===== src/rtl/kda_job_arbiter.sv =====
// kda_job_arbiter: round-robin arbiter that hands one kda instance to one of
// NUM_REQ requesters per job. A job is IN_BEATS input beats forwarded to kda,
// followed by 4*(chunks+1) result beats routed back to the owning requester.
module kda_job_arbiter #(
    parameter int NUM_REQ  = 4,
    parameter int IN_BEATS = 17
) (
    input  logic                       clk_i,
    input  logic                       reset_i,

    input  logic [64*NUM_REQ-1:0]      req_data_i,
    input  logic [NUM_REQ-1:0]         req_v_i,
    output logic [NUM_REQ-1:0]         req_ready_o,

    output logic [63:0]                resp_data_o,
    output logic [NUM_REQ-1:0]         resp_v_o,
    input  logic [NUM_REQ-1:0]         resp_yumi_i,

    output logic [63:0]                kda_data_o,
    output logic                       kda_v_o,
    input  logic                       kda_ready_i,

    input  logic [63:0]                kda_data_i,
    input  logic                       kda_v_i,
    output logic                       kda_yumi_o,

    output logic [$clog2(NUM_REQ)-1:0] grant_o,
    output logic                       busy_o
);

    localparam int GW = $clog2(NUM_REQ);
    localparam int BW = (IN_BEATS > 1) ? $clog2(IN_BEATS) : 1;
    localparam logic [BW-1:0] LAST_BEAT = BW'(IN_BEATS - 1);
    localparam logic [GW:0]   NUM_REQ_W = (GW + 1)'(NUM_REQ);

    typedef enum logic [1:0] {
        ST_IDLE  = 2'd0,
        ST_LOAD  = 2'd1,
        ST_WAIT  = 2'd2,
        ST_DRAIN = 2'd3
    } state_t;

    // Debug job counters stick at all-ones instead of wrapping.
    function automatic logic [15:0] sat_inc16(input logic [15:0] v);
        return (v == 16'hFFFF) ? v : v + 16'd1;
    endfunction

    state_t         state_q, state_d;
    logic [GW-1:0]  grant_q, grant_d;
    logic [GW-1:0]  rr_ptr_q, rr_ptr_d;
    logic [BW-1:0]  beat_cnt_q, beat_cnt_d;
    logic [3:0]     out_cnt_q, out_cnt_d;
    logic [1:0]     chunks_q, chunks_d;
    logic [15:0]    job_cnt_q [NUM_REQ];
    logic [15:0]    job_cnt_d [NUM_REQ];

    logic           arb_found;
    logic [GW-1:0]  arb_idx;
    logic [GW:0]    arb_cand;
    logic [GW:0]    nxt_sum;
    logic [GW-1:0]  nxt_ptr;
    logic [63:0]    load_beat;
    logic           load_xfer;

    // Circular search for the first requesting index at or after rr_ptr.
    always_comb begin
        arb_found = 1'b0;
        arb_idx   = '0;
        arb_cand  = '0;
        for (int i = 0; i < NUM_REQ; i++) begin
            arb_cand = {1'b0, rr_ptr_q} + (GW + 1)'(i);
            if (arb_cand >= NUM_REQ_W) begin
                arb_cand = arb_cand - NUM_REQ_W;
            end
            if (!arb_found && req_v_i[arb_cand[GW-1:0]]) begin
                arb_found = 1'b1;
                arb_idx   = arb_cand[GW-1:0];
            end
        end
    end

    // Pointer value that puts the current owner last in the next search.
    always_comb begin
        nxt_sum = {1'b0, grant_q} + {{GW{1'b0}}, 1'b1};
        if (nxt_sum >= NUM_REQ_W) begin
            nxt_sum = nxt_sum - NUM_REQ_W;
        end
        nxt_ptr = nxt_sum[GW-1:0];
    end

    // Granted requester's current beat and whether it moves into kda this cycle.
    always_comb begin
        load_beat = req_data_i[64*grant_q +: 64];
        load_xfer = req_v_i[grant_q] & kda_ready_i;
    end

    // Next-state, counters and handshake outputs; reset forces every output low.
    always_comb begin
        state_d     = state_q;
        grant_d     = grant_q;
        rr_ptr_d    = rr_ptr_q;
        beat_cnt_d  = beat_cnt_q;
        out_cnt_d   = out_cnt_q;
        chunks_d    = chunks_q;
        job_cnt_d   = job_cnt_q;

        req_ready_o = '0;
        resp_data_o = '0;
        resp_v_o    = '0;
        kda_data_o  = '0;
        kda_v_o     = 1'b0;
        kda_yumi_o  = 1'b0;
        busy_o      = (state_q != ST_IDLE);

        case (state_q)
            ST_IDLE: begin
                if (arb_found) begin
                    grant_d = arb_idx;
                    state_d = ST_LOAD;
                end
            end

            ST_LOAD: begin
                kda_v_o              = req_v_i[grant_q];
                kda_data_o           = load_beat;
                req_ready_o[grant_q] = kda_ready_i;
                if (load_xfer) begin
                    // Header beat carries the result-size field in its top bits.
                    if (beat_cnt_q == '0) begin
                        chunks_d = load_beat[63:62];
                    end
                    if (beat_cnt_q == LAST_BEAT) begin
                        beat_cnt_d = '0;
                        state_d    = ST_WAIT;
                    end else begin
                        beat_cnt_d = beat_cnt_q + 1'b1;
                    end
                end
            end

            ST_WAIT, ST_DRAIN: begin
                resp_data_o       = kda_data_i;
                resp_v_o[grant_q] = kda_v_i;
                kda_yumi_o        = kda_v_i & resp_yumi_i[grant_q];
                if (state_q == ST_WAIT && kda_v_i) begin
                    state_d = ST_DRAIN;
                end
                if (kda_yumi_o) begin
                    // Last result index is 4*(chunks+1)-1 = {chunks, 2'b11}.
                    if (out_cnt_q == {chunks_q, 2'b11}) begin
                        out_cnt_d          = '0;
                        rr_ptr_d           = nxt_ptr;
                        job_cnt_d[grant_q] = sat_inc16(job_cnt_q[grant_q]);
                        state_d            = ST_IDLE;
                    end else begin
                        out_cnt_d = out_cnt_q + 4'd1;
                    end
                end
            end

            default: begin
                state_d = ST_IDLE;
            end
        endcase

        if (reset_i) begin
            req_ready_o = '0;
            resp_data_o = '0;
            resp_v_o    = '0;
            kda_data_o  = '0;
            kda_v_o     = 1'b0;
            kda_yumi_o  = 1'b0;
            busy_o      = 1'b0;
        end
    end

    // State and counter registers with synchronous reset.
    always_ff @(posedge clk_i) begin
        if (reset_i) begin
            state_q    <= ST_IDLE;
            grant_q    <= '0;
            rr_ptr_q   <= '0;
            beat_cnt_q <= '0;
            out_cnt_q  <= '0;
            chunks_q   <= '0;
            for (int i = 0; i < NUM_REQ; i++) begin
                job_cnt_q[i] <= '0;
            end
        end else begin
            state_q    <= state_d;
            grant_q    <= grant_d;
            rr_ptr_q   <= rr_ptr_d;
            beat_cnt_q <= beat_cnt_d;
            out_cnt_q  <= out_cnt_d;
            chunks_q   <= chunks_d;
            for (int i = 0; i < NUM_REQ; i++) begin
                job_cnt_q[i] <= job_cnt_d[i];
            end
        end
    end

    assign grant_o = grant_q;

endmodule


===== config.mk =====
export PLATFORM = sky130hd
export DESIGN_NAME = kda_job_arbiter
export DESIGN_NICKNAME = d
export VERILOG_FILES = /design/src/rtl/kda_job_arbiter.sv
export SDC_FILE = /design/constraint.sdc
export NUM_CORES = 1
export LEC_CHECK = 0
export CAP_MARGIN = 20
export CORE_AREA = 2 2 184 186
export DETAILED_ROUTE_END_ITERATION = 10
export DIE_AREA = 0 0 186 188
export HOLD_SLACK_MARGIN = 0.02
export PLACE_DENSITY_LB_ADDON = 0.15
export RECOVER_POWER = 25
export SYNTH_ARGS = -nofsm -noshare
export SYNTH_HDL_FRONTEND = slang
export SYNTH_SLANG_ARGS = --single-unit

===== constraint.sdc =====
create_clock -name clk_i -period 3.7 [get_ports clk_i]
set_clock_uncertainty 0.1 [all_clocks]
set_input_delay 1.11 -clock clk_i [delete_from_list [all_inputs] [get_ports clk_i]]
set_output_delay 1.11 -clock clk_i [all_outputs]
set_load 0.02 [all_outputs]

==> results <==
[power groups by stage]
stage,Sequential (mW),Clock [mW],Combinational [mW]
after detailed placement,0.205,0,0.953
after CTS,0.201,0.228,0.935
after global placement,0.206,0,0.958
after floorplan,0.199,0,0.367
after global routing,0.203,0.237,0.970
final,0.200,0.223,0.905
[flip-flops by register name, summed over array words and instances (netlist names)]
signal and count:
out_cnt_q 4, grant_o 2, rr_ptr_q 2, beat_cnt_q 5, chunks_q 2, state_q 2
[routing by layer]
| metal | global-route usage | part of all wire | wire, um |
|---|---|---|---|
| met4 | 0.0136 | 0.010 | 248 |
| met3 | 0.0381 | 0.092 | 2250 |
| met1 | 0.132 | 0.35 | 8530 |
| met2 | 0.270 | 0.55 | 13400 |
| met5 | 0 | 0.0011 | 27 |
[metrics by stage]
step | setup TNS [ns] | instance area, sq um
after floorplan | 0 | 3500
after global placement | -45.66 | 8980
after detailed placement | -44.51 | 8980
after CTS | 0 | 8980
after global routing | 0 | 8860
final | 0 | 8860
[worst max-delay path by stage]
stage / from / end / depth (start not counted)
final: req_data_i[133] / kda_data_o[5] / 4
after global routing: req_data_i[133] / kda_data_o[5] / 4
after CTS: req_data_i[243] / kda_data_o[51] / 4
after detailed placement: reset_i / resp_data_o[59] / 5
after global placement: reset_i / resp_data_o[59] / 5
after floorplan: reset_i / resp_data_o[53] / 5
[cell usage after synthesis (all sizes together)]
master,instances,share of area
and3,77,0.14
mux4,66,0.42
and2,65,0.12
clkbuf,24,0.026
dfxtp,17,0.097
buf,15,0.030
nor2,12,0.013
a21oi,9,0.013
inv,9,0.0096
nand2,8,0.0086
ha,7,0.025
mux2i,6,0.017
nand3,6,0.010
nor2b,4,0.0071
o21ai,4,0.0057
nand2b,3,0.0054
nand4,3,0.0054
nor3,2,0.0029
o41ai,2,0.0050
or3,2,0.0036
xnor2,2,0.0050
a21boi,1,0.0021
a2bb2oi,1,0.0025
nand4b,1,0.0025
nor4b,1,0.0025
nor4bb,1,0.0029
o21a,1,0.0021
o21bai,1,0.0021
o221ai,1,0.0025
o22a,1,0.0025
o22ai,1,0.0018
o311a,1,0.0029
o31ai,1,0.0021
or4,1,0.0021
xor2,1,0.0025
[cell type report]
class                      count  share of cell area
timing repair buffer         507               0.552
multi-input combinational    292               0.333
tap                          448              0.0632
sequential                    17              0.0388
clock buffer                   3             0.00847
inverter                       9             0.00409
clock inverter                 1            0.000565
[layout by cell type, fill, tap and decap left out, types with 4 or more instances in the layout]
cell type,count
buf_12,11
dfxtp_1,16
mux2i_1,6
nand3_1,6
o21ai_0,4
inv_1,8
clkdlybuf4s15_2,8
and2_1,63
clkdlybuf4s15_1,35
ha_1,7
mux4_2,66
nand2_1,8
a21oi_1,9
dlygate4sd2_1,58
and3_1,76
buf_2,13
clkdlybuf4s50_1,332
clkbuf_1,4
nor2_1,12
buf_4,24
clkbuf_2,20
[repair_timing]
action	CTS	global route
setup buffers	2	0
gates resized for setup	191	72
endpoints found under the setup margin	133	62
gates cloned	1	0
pin swaps	1	0
[cell families (layout without fill, tap and decap cells)]
family / Yosys count / after routing / synth area share
simple gates: 186 / 186 / 0.319
mux: 72 / 72 / 0.442
buf+inv: 48 / 520 / 0.0650
compound gates: 24 / 24 / 0.0443
flops: 17 / 17 / 0.0972
fa+ha+maj: 7 / 7 / 0.0250
xor+xnor: 3 / 3 / 0.00750
==> metrics.txt <==
status completed; # H-tree levels 1; area delta synth->final 153%; fmax 271 MHz; Hold Slack 0.401 ns; power per cell area 150 mW/mm^2; sequential-to-total area share from yosys stat 0.0972; Netlist Area Pre-Place 0.00350 sq mm; NumNets Final 1169; Slowest-stage cell, CP mux4_2; Leak 3.75 nW; vias in the first global route 5353; clock sink total 17; die width 186 um; Core ar. 0.0331 sq mm; Via-to-Cell Ratio 3.90; Initial Util 0.106; Avg Cell Area, Syn 9.81 sq um; critical path cell sequence clkdlybuf4s50_1 > mux4_2 > and3_1 > dlygate4sd2_1; NetSw 0.418 mW; Critical path buffers and inverters 2; routed vias 4982; non-filler cells, final 1277; CTS Hold Bufs 0; kind of critical path input port to output pin; IO buf count 472; first-pass GRT wire length 34200 um; register share of total power 0.151; crit share post-route 0.996; synth warn 0; crit path time final 3.68 ns; CP max FO 1; combinational power share 0.681; dpl cells 1270; hold endpoint out_cnt_q[3]; Max Cap Viol 0; post-layout util 0.268; hold path depth 1; # rows 67; switching share of total power 0.314; Place WS -0.396 ns; r2r startpoint grant_o[1]; Die ar. 0.0350 sq mm; GRT Util Overall 0.132; CTS Buffer Depth 2; Filler Cell Count 3558; Gate Count Post-Synth 357; Worst setup EP type output pin; Die H 188 um; Reg-to-Reg End beat_cnt_q[0]; drt drc 0; Hold Startpoint out_cnt_q[3]; clock network power share 0.168; Worst Tran Pin Value 0.919 ns; Yosys reg bits 17; Worst Hold Class register to register; P_int 0.911 mW; R2R cell count 6; CTS Buf Count 3; Final Hold Fails 0; Finish-stage setup viols 0; FF/Latch Area 344 sq um; multi-input logic area 0.00295 sq mm; Max IR drop VDD 0.000138 V; Final Total Pwr 1.33 mW; Antenna Diode Count 0; post-route ant nets 0; Root Buffer clkbuf_16; grt total ovfl 0; pin count of the biggest net entering global routing 41; Clock Latency Late Sink 0.25 ns; syn_nets 696; Netlist cell types 39; Clock Pin Slew Worst Setup and Hold Paths 0.06 ns; TritonCTS clock tree done; layout cells sized above 1 0.183; crit-path max cell delay 0.45 ns; DR pass1 iterations 4; fin worst setup slack 0.0165 ns; I/O pin cnt 473; arrival time at the worst endpoint 2.47 ns; antenna violations before repair 2; RSZ-0062 raised after global routing false; RePlAce Congestion 0.785; Post-DP HPWL 20800 um; Critical Path Source Type input port; Max transition margin 0.386; 1st-iter DRT viols 136; total wire length 24500 um; FF-to-FF setup slack 1.19 ns; wire length per cell 19.2 um; Crit path max-delay family buffers and inverters; CP required 2.49 ns; fin. max-slew vios 0
(Power assumes the default switching activity.)
